<file path="src/rtl/fpnew_opgroup_inorder_block.sv">
// In-order result collector: steers dispatch to NumLanes lane slices and retires their results in issue order.
// Optional single-entry output register after the retire mux: define FPNEW_INORDER_OUTREG_EN.
`timescale 1ns/1ps
module fpnew_opgroup_inorder_block #(
  parameter int unsigned Width    = 32,
  parameter int unsigned NumLanes = 5,
  parameter int unsigned Depth    = 8,
  parameter int unsigned TagWidth = 1,
  localparam int unsigned LaneIdxW = (NumLanes > 1) ? $clog2(NumLanes) : 1,
  localparam int unsigned CntW     = $clog2(Depth + 1)
) (
  input  logic                         clk_i,
  input  logic                         rst_ni,
  input  logic                         in_valid_i,
  input  logic [LaneIdxW-1:0]          in_lane_i,
  output logic                         in_ready_o,
  input  logic                         flush_i,
  output logic [NumLanes-1:0]          lane_in_valid_o,
  input  logic [NumLanes-1:0]          lane_in_ready_i,
  input  logic [NumLanes-1:0]          lane_out_valid_i,
  output logic [NumLanes-1:0]          lane_out_ready_o,
  input  logic [NumLanes*Width-1:0]    lane_result_i,
  input  logic [NumLanes*5-1:0]        lane_status_i,
  input  logic [NumLanes-1:0]          lane_ext_bit_i,
  input  logic [NumLanes*TagWidth-1:0] lane_tag_i,
  input  logic [NumLanes-1:0]          lane_busy_i,
  output logic                         out_valid_o,
  input  logic                         out_ready_i,
  output logic [Width-1:0]             result_o,
  output logic [4:0]                   status_o,
  output logic                         extension_bit_o,
  output logic [TagWidth-1:0]          tag_o,
  output logic                         busy_o,
  output logic                         order_err_o,
  output logic [CntW-1:0]              occupancy_o
);

  localparam int unsigned PtrW = $clog2(Depth);

  logic [LaneIdxW-1:0] fifo_q [Depth];
  logic [LaneIdxW-1:0] fifo_d [Depth];
  logic [PtrW-1:0]     head_q, head_d, tail_q, tail_d;
  logic [CntW-1:0]     count_q, count_d;
  logic [CntW-1:0]     lane_cnt_q [NumLanes];
  logic [CntW-1:0]     lane_cnt_d [NumLanes];
  logic                order_err_q, order_err_d;

  logic                empty_s, full_s, dispatch_s, in_range_s, sel_in_rdy_s;
  logic                push_s, pop_s, take_s, fifo_vld_s;
  logic [LaneIdxW-1:0] head_lane_s;
  logic                head_vld_s;
  logic [Width-1:0]    head_res_s;
  logic [4:0]          head_status_s;
  logic                head_ext_s;
  logic [TagWidth-1:0] head_tag_s;

  // Dispatch steering; out-of-range lane indices match no lane and are never accepted
  always_comb begin
    empty_s         = (count_q == CntW'(0));
    full_s          = (count_q == CntW'(Depth));
    dispatch_s      = in_valid_i & ~full_s & ~flush_i;
    in_range_s      = 1'b0;
    sel_in_rdy_s    = 1'b0;
    lane_in_valid_o = {NumLanes{1'b0}};
    for (int l = 0; l < NumLanes; l++) begin
      if (in_lane_i == LaneIdxW'(l)) begin
        in_range_s         = 1'b1;
        sel_in_rdy_s       = lane_in_ready_i[l];
        lane_in_valid_o[l] = dispatch_s;
      end else begin
        lane_in_valid_o[l] = 1'b0;
      end
    end
    in_ready_o = dispatch_s & in_range_s & sel_in_rdy_s;
    push_s     = in_valid_i & in_ready_o;
  end

  // Retire mux: only the lane named at the FIFO head may hand over a result
  always_comb begin
    head_lane_s      = fifo_q[head_q];
    head_vld_s       = 1'b0;
    head_res_s       = {Width{1'b0}};
    head_status_s    = 5'b00000;
    head_ext_s       = 1'b0;
    head_tag_s       = {TagWidth{1'b0}};
    lane_out_ready_o = {NumLanes{1'b0}};
    for (int l = 0; l < NumLanes; l++) begin
      if (head_lane_s == LaneIdxW'(l)) begin
        head_vld_s          = lane_out_valid_i[l];
        head_res_s          = lane_result_i[l*Width +: Width];
        head_status_s       = lane_status_i[l*5 +: 5];
        head_ext_s          = lane_ext_bit_i[l];
        head_tag_s          = lane_tag_i[l*TagWidth +: TagWidth];
        lane_out_ready_o[l] = take_s & ~empty_s & ~flush_i;
      end else begin
        lane_out_ready_o[l] = 1'b0;
      end
    end
    fifo_vld_s = ~empty_s & head_vld_s;
    pop_s      = fifo_vld_s & take_s & ~flush_i;
  end

  // Ordering FIFO, occupancy, per-lane outstanding counters and sticky order error
  always_comb begin
    fifo_d      = fifo_q;
    head_d      = head_q;
    tail_d      = tail_q;
    count_d     = count_q;
    lane_cnt_d  = lane_cnt_q;
    order_err_d = order_err_q;
    if (flush_i) begin
      head_d      = {PtrW{1'b0}};
      tail_d      = {PtrW{1'b0}};
      count_d     = {CntW{1'b0}};
      order_err_d = 1'b0;
      for (int l = 0; l < NumLanes; l++) begin
        lane_cnt_d[l] = {CntW{1'b0}};
      end
    end else begin
      if (push_s) begin
        fifo_d[tail_q] = in_lane_i;
        tail_d         = tail_q + PtrW'(1);
      end else begin
        tail_d = tail_q;
      end
      if (pop_s) begin
        head_d = head_q + PtrW'(1);
      end else begin
        head_d = head_q;
      end
      count_d = count_q + {{(CntW-1){1'b0}}, push_s} - {{(CntW-1){1'b0}}, pop_s};
      for (int l = 0; l < NumLanes; l++) begin
        lane_cnt_d[l] = lane_cnt_q[l]
                      + {{(CntW-1){1'b0}}, (push_s && in_lane_i == LaneIdxW'(l))}
                      - {{(CntW-1){1'b0}}, (pop_s && head_lane_s == LaneIdxW'(l))};
        // A lane with nothing outstanding must never offer a result
        if (lane_out_valid_i[l] && lane_cnt_q[l] == CntW'(0)) begin
          order_err_d = 1'b1;
        end else begin
          order_err_d = order_err_d;
        end
      end
    end
  end

  // Ordering state registers
  always_ff @(posedge clk_i or negedge rst_ni) begin
    if (!rst_ni) begin
      head_q      <= {PtrW{1'b0}};
      tail_q      <= {PtrW{1'b0}};
      count_q     <= {CntW{1'b0}};
      order_err_q <= 1'b0;
      for (int i = 0; i < Depth; i++) begin
        fifo_q[i] <= {LaneIdxW{1'b0}};
      end
      for (int l = 0; l < NumLanes; l++) begin
        lane_cnt_q[l] <= {CntW{1'b0}};
      end
    end else begin
      head_q      <= head_d;
      tail_q      <= tail_d;
      count_q     <= count_d;
      order_err_q <= order_err_d;
      fifo_q      <= fifo_d;
      lane_cnt_q  <= lane_cnt_d;
    end
  end

  assign order_err_o = order_err_q;
  assign occupancy_o = count_q;

`ifdef FPNEW_INORDER_OUTREG_EN
  logic                oreg_vld_q, oreg_vld_d;
  logic [Width-1:0]    oreg_res_q, oreg_res_d;
  logic [4:0]          oreg_status_q, oreg_status_d;
  logic                oreg_ext_q, oreg_ext_d;
  logic [TagWidth-1:0] oreg_tag_q, oreg_tag_d;

  assign take_s = ~oreg_vld_q | out_ready_i;

  // Output register refills on every pop and empties when drained without a refill
  always_comb begin
    oreg_vld_d    = oreg_vld_q;
    oreg_res_d    = oreg_res_q;
    oreg_status_d = oreg_status_q;
    oreg_ext_d    = oreg_ext_q;
    oreg_tag_d    = oreg_tag_q;
    if (flush_i) begin
      oreg_vld_d = 1'b0;
    end else if (take_s) begin
      oreg_vld_d = pop_s;
      if (pop_s) begin
        oreg_res_d    = head_res_s;
        oreg_status_d = head_status_s;
        oreg_ext_d    = head_ext_s;
        oreg_tag_d    = head_tag_s;
      end else begin
        oreg_res_d = oreg_res_q;
      end
    end else begin
      oreg_vld_d = oreg_vld_q;
    end
  end

  // Output register state
  always_ff @(posedge clk_i or negedge rst_ni) begin
    if (!rst_ni) begin
      oreg_vld_q    <= 1'b0;
      oreg_res_q    <= {Width{1'b0}};
      oreg_status_q <= 5'b00000;
      oreg_ext_q    <= 1'b0;
      oreg_tag_q    <= {TagWidth{1'b0}};
    end else begin
      oreg_vld_q    <= oreg_vld_d;
      oreg_res_q    <= oreg_res_d;
      oreg_status_q <= oreg_status_d;
      oreg_ext_q    <= oreg_ext_d;
      oreg_tag_q    <= oreg_tag_d;
    end
  end

  assign out_valid_o     = oreg_vld_q;
  assign result_o        = oreg_res_q;
  assign status_o        = oreg_status_q;
  assign extension_bit_o = oreg_ext_q;
  assign tag_o           = oreg_tag_q;
  assign busy_o          = ~empty_s | (|lane_busy_i) | oreg_vld_q;
`else
  assign take_s          = out_ready_i;
  assign out_valid_o     = fifo_vld_s;
  assign result_o        = head_res_s;
  assign status_o        = head_status_s;
  assign extension_bit_o = head_ext_s;
  assign tag_o           = head_tag_s;
  assign busy_o          = ~empty_s | (|lane_busy_i);
`endif

endmodule

</file>
<file path="config.mk">
export PLATFORM = sky130hd
export DESIGN_NAME = fpnew_opgroup_inorder_block
export DESIGN_NICKNAME = d
export VERILOG_FILES = /design/src/rtl/fpnew_opgroup_inorder_block.sv
export SDC_FILE = /design/constraint.sdc
export NUM_CORES = 1
export LEC_CHECK = 0
export CAP_MARGIN = 10
export CORE_MARGIN = 4
export CORE_UTILIZATION = 30
export CTS_CLUSTER_DIAMETER = 120
export DETAILED_ROUTE_END_ITERATION = 7
export GPL_TIMING_DRIVEN = 0
export PLACE_DENSITY = 0.64
export SLEW_MARGIN = 15
export SYNTH_ARGS = -nofsm -noshare
export SYNTH_HDL_FRONTEND = slang
export SYNTH_SLANG_ARGS = --single-unit
</file>
<file path="constraint.sdc">
create_clock -name clk_i -period 8.7 [get_ports clk_i]
set_input_delay 1.74 -clock clk_i [delete_from_list [all_inputs] [get_ports clk_i]]
set_output_delay 1.74 -clock clk_i [all_outputs]
set_load 0.02 [all_outputs]
</file>
# == Word level (Yosys, flattened, before mapping) ==
# Index checks and enable logic that the tools add are counted.
# Widths: inputs -> output; s select.
# op_classes
mux,63
n_lt_le_gt_ge,3
bitwise_logic,16
add_sub_neg,14
n_reduce_logical,29
n_eq_ne,9
# op_table
operator,count
$mux 32,5
$mux 1,41
$mux 5,5
$add 4x1->4,6
$bwmux 24,1
$logic_not 4->1,6
$sub 4x1->4,6
$mux 3,7
$mux 20,1
$logic_and 1x1->1,16
$eq 3x2->1 const B,4
$and 1x1->1,10
$bmux 3 s3,1
$demux 3 s3,1
$ge 4x4->1 const B,2
$not 3->4,2
$add 3x1->3 const B,2
$eq 3x1->1 const B,2
$eq 3x3->1 const B,2
$logic_not 3->1,2
$reduce_bool 6->1,1
$reduce_or 5->1,1
$eq 4x4->1 const B,1
$lt 4x1->1 const B,1
other kinds (5),8
# word_totals
inputBits,218
out_inout_bits,57
elab_cells,151
reg_bits,55

# == Logic depth before layout (Yosys ltp) ==
# depth
depth_word,16
ltp_mapped,15
ltp_nobuf,14

# == Worst setup path after synthesis ==
# Ideal clock, no wire load.
# synth_timing
kind,input to output
start,in flush_i
end,out in_ready_o
path_buffers,1
t_arrival_ns,2.835
path_slack_ns,4.125
required_time_ns,6.960
cell_stages,4
path_cell_list,nand2b_1 a21oi_1 a21boi_1 clkbuf_1
# synth_via
elab_chain_cells,4
# synth_rtl
item,line_no,text
from (decl),17,"input logic flush_i,"
$not 1->1 (no source line),-,
$and 1x1->1,61,dispatch_s = in_valid_i & ~full_s & ~flush_i;
$and 1x1->1 (2 in a row),74,in_ready_o = dispatch_s & in_range_s & sel_in_rdy_s;
to (decl),16,"output logic in_ready_o,"
# No other way between the ends.

# == Worst setup path in the final report ==
# Ends and elaborated chain as after synthesis.

==> metrics.cfg <==
[clocking]
cts-buffers-inserted=5
clk_pin_slew_ns=0.06
cts_resized=0
clock_latency_ns=0.30
numClockSinks=55
htree_levels=2
hold_buffers=0
cts_tree=built
clockBufferDepth=2
cts_root_buf=clkbuf_16
postCtsSetupRepairBufs=0

[logic_synthesis]
ys_ff_latch=55
yosys_warnings=0
async_flop_share_pct=100
ys_seq_area_share_pct=27.3
synth_edf_count=0
ys_types=47
avgSynthCellArea_um2=9.39
netlist_area_um2=5030
netlist_instances=536
synth_ff_type=dfrtp_1
synth.net_count=793

[floorplanning]
die-width_um=138
io_pins=275
core_area_um2=16500
die_y_um=138
dieArea_um2=18900
start_util_pct=30.5
rows=47

[timing]
rsz0062_at_grt=false
tightest_slew_ns=0.698
fin_crit_ns=5.85
finClkSkew_ns=0.0125
setup_viol=0
slew_violations=0
fin_hold_ws_ns=0.489
clock.fmax_ghz=0.171
relSlewSlack_pct=53.5
finalHoldViolCount=0
fin_crit_sh_pct=67.2
fin_setup_tns_ns=0

[global_routing]
grt_pass1_wl_um=29000
grt_usage_pct=19.9
grt_pass1_vias=5379
grt_start_max_net_pins=56
overflow=0
antenna_found_initial=4

[finish]
drive_gt1_share_pct=6.60
most-common-layout-cells=clkdlybuf4s50_1 (273), nand2_1 (93), mux2i_1 (82)
area_growth_pct=63.7
layout_commonest_cell=clkdlybuf4s50_1
finalNetCount=1074

[routing]
drcViolationCount=0
drt_iter0_drc=192
avgRoutedWirePerCell_um=19.3
ant_nets=0
firstDrtPassIters=5
viasPerCell=4.95
wl_um=20100
num_vias=5152

[min_path]
worstHoldPathType=reg -> reg
hold_path_depth=1
min_from=fifo_q[17]$_DFFE_PN0P_
hold_end=fifo_q[17]$_DFFE_PN0P_

[setup_path]
setup.worst_path.class=in -> out
required_ns=6.96
critPathArrivalTime_ns=4.11
critPathLaunchType=primary input
path_max_fanout=10
worst_r2r_path_depth=11
rrSetupSlack_ns=5.14
r2r-end=lane_cnt_q[1]$_DFF_PN0_
rr_startpoint=head_q[0]$_DFFE_PN0P_
cp-end-kind=output pin

[placed_design]
hpwl_um=16600
gp_congestion=0.879
portBuffers=274

[power_and_ir_drop]
switching_share_pct=44.9
ir_drop_mv=0.134
power_density_nw_per_um2=278
seq_power_share_pct=13.4
pwr-share-comb_pct=75.2
intPower_uw=1260
switching_power_uw=1030
p_leak_uw=0.00364
pwr-share-clk_pct=11.4

[outcome]
status=finished clean

[job]
maxCapViolations=0

state kept, by name (all words and copies together) (netlist names):
name,flops
order_err_o,1
lane_cnt_q,20
tail_q,3
occupancy_o,4
fifo_q,24
head_q,3
worst max-delay path by stage:
stage                 start          to  depth (start not counted)
finish              flush_i  in_ready_o                          6
floorplan           flush_i  in_ready_o                          4
CTS                 flush_i  in_ready_o                          6
global route        flush_i  in_ready_o                          6
global placement    flush_i  in_ready_o                          6
detailed placement  flush_i  in_ready_o                          6
synthesized netlist by cell type, types with 7 or more instances:
| master | instances | area share (%) |
|---|---|---|
| ha_1 | 33 | 8.2 |
| mux2_1 | 9 | 2.0 |
| xnor2_1 | 12 | 2.1 |
| mux2_2 | 15 | 3.4 |
| a21oi_1 | 10 | 0.99 |
| mux2i_1 | 82 | 16 |
| nand2b_1 | 7 | 0.87 |
| nor2b_1 | 13 | 1.6 |
| clkbuf_1 | 21 | 1.6 |
| nand2_1 | 93 | 6.9 |
| inv_1 | 32 | 2.4 |
| mux4_2 | 7 | 3.1 |
| a32o_1 | 39 | 7.8 |
| buf_4 | 9 | 1.3 |
| dfrtp_1 | 55 | 27 |
| nor2_1 | 31 | 2.3 |
layer usage:
metal | track usage [%] | wire length, um
met4 | 6.65 | 556
met2 | 37.1 | 10300
met3 | 5.77 | 1700
met5 | 0 | 21
met1 | 21.4 | 7570
cell families (layout without fill, tap and decap cells):
kind of cell    after synthesis  after routing  share of synthesized area, %
compound gates               65             65                          11.1
xor+xnor                     13             13                          2.26
fa+ha+maj                    39             39                          10.6
buf+inv                      70            352                          6.14
flops                        55             55                          27.3
mux                         117            117                          26.1
other cells                   0              2                             0
simple gates                177            177                          16.4
through the flow:
step / cell area (um^2) / worst slack (ns) / utilization (%) / instances / total power, uW
after floorplan: 5030 / 4.12 / - / 536 / 1350
after global placement: 8050 / 2.87 / 48.7 / 1030 / 2020
after detailed placement: 8050 / 2.84 / 48.7 / 1030 / 2040
after CTS: 8240 / 2.83 / 49.9 / 1038 / 2310
after global routing: 8240 / 2.70 / 49.9 / 1040 / 2430
final: 8240 / 2.85 / 49.9 / 1040 / 2290
critical path, cell delays in order:
cell and delay (ns):
clkdlybuf4s50_1 0.41, nand2b_1 0.15, a21oi_1 0.29, a21boi_1 0.44
clkbuf_1 0.37, clkdlybuf4s50_1 0.70
power by group through the flow:
stage | combinational, uW | clock [uW] | sequential, uW
after floorplan | 1040 | 0 | 312
after global placement | 1710 | 0 | 309
after detailed placement | 1730 | 0 | 311
after CTS | 1740 | 264 | 306
after global routing | 1840 | 274 | 309
final | 1720 | 261 | 306
layout make-up:
cell class | count | area (um^2)
Buffer | 38 | 189
Multi-Input combinational cell | 411 | 3350
Sequential cell | 55 | 1380
Clock buffer | 6 | 129
Inverter | 32 | 120
Antenna cell | 2 | 5.00
Clock inverter | 2 | 60.1
Tap cell | 220 | 275
Fill cell | 1529 | 8280
Timing Repair Buffer | 274 | 2740
Note: power is estimated with default switching activity, not from simulation.
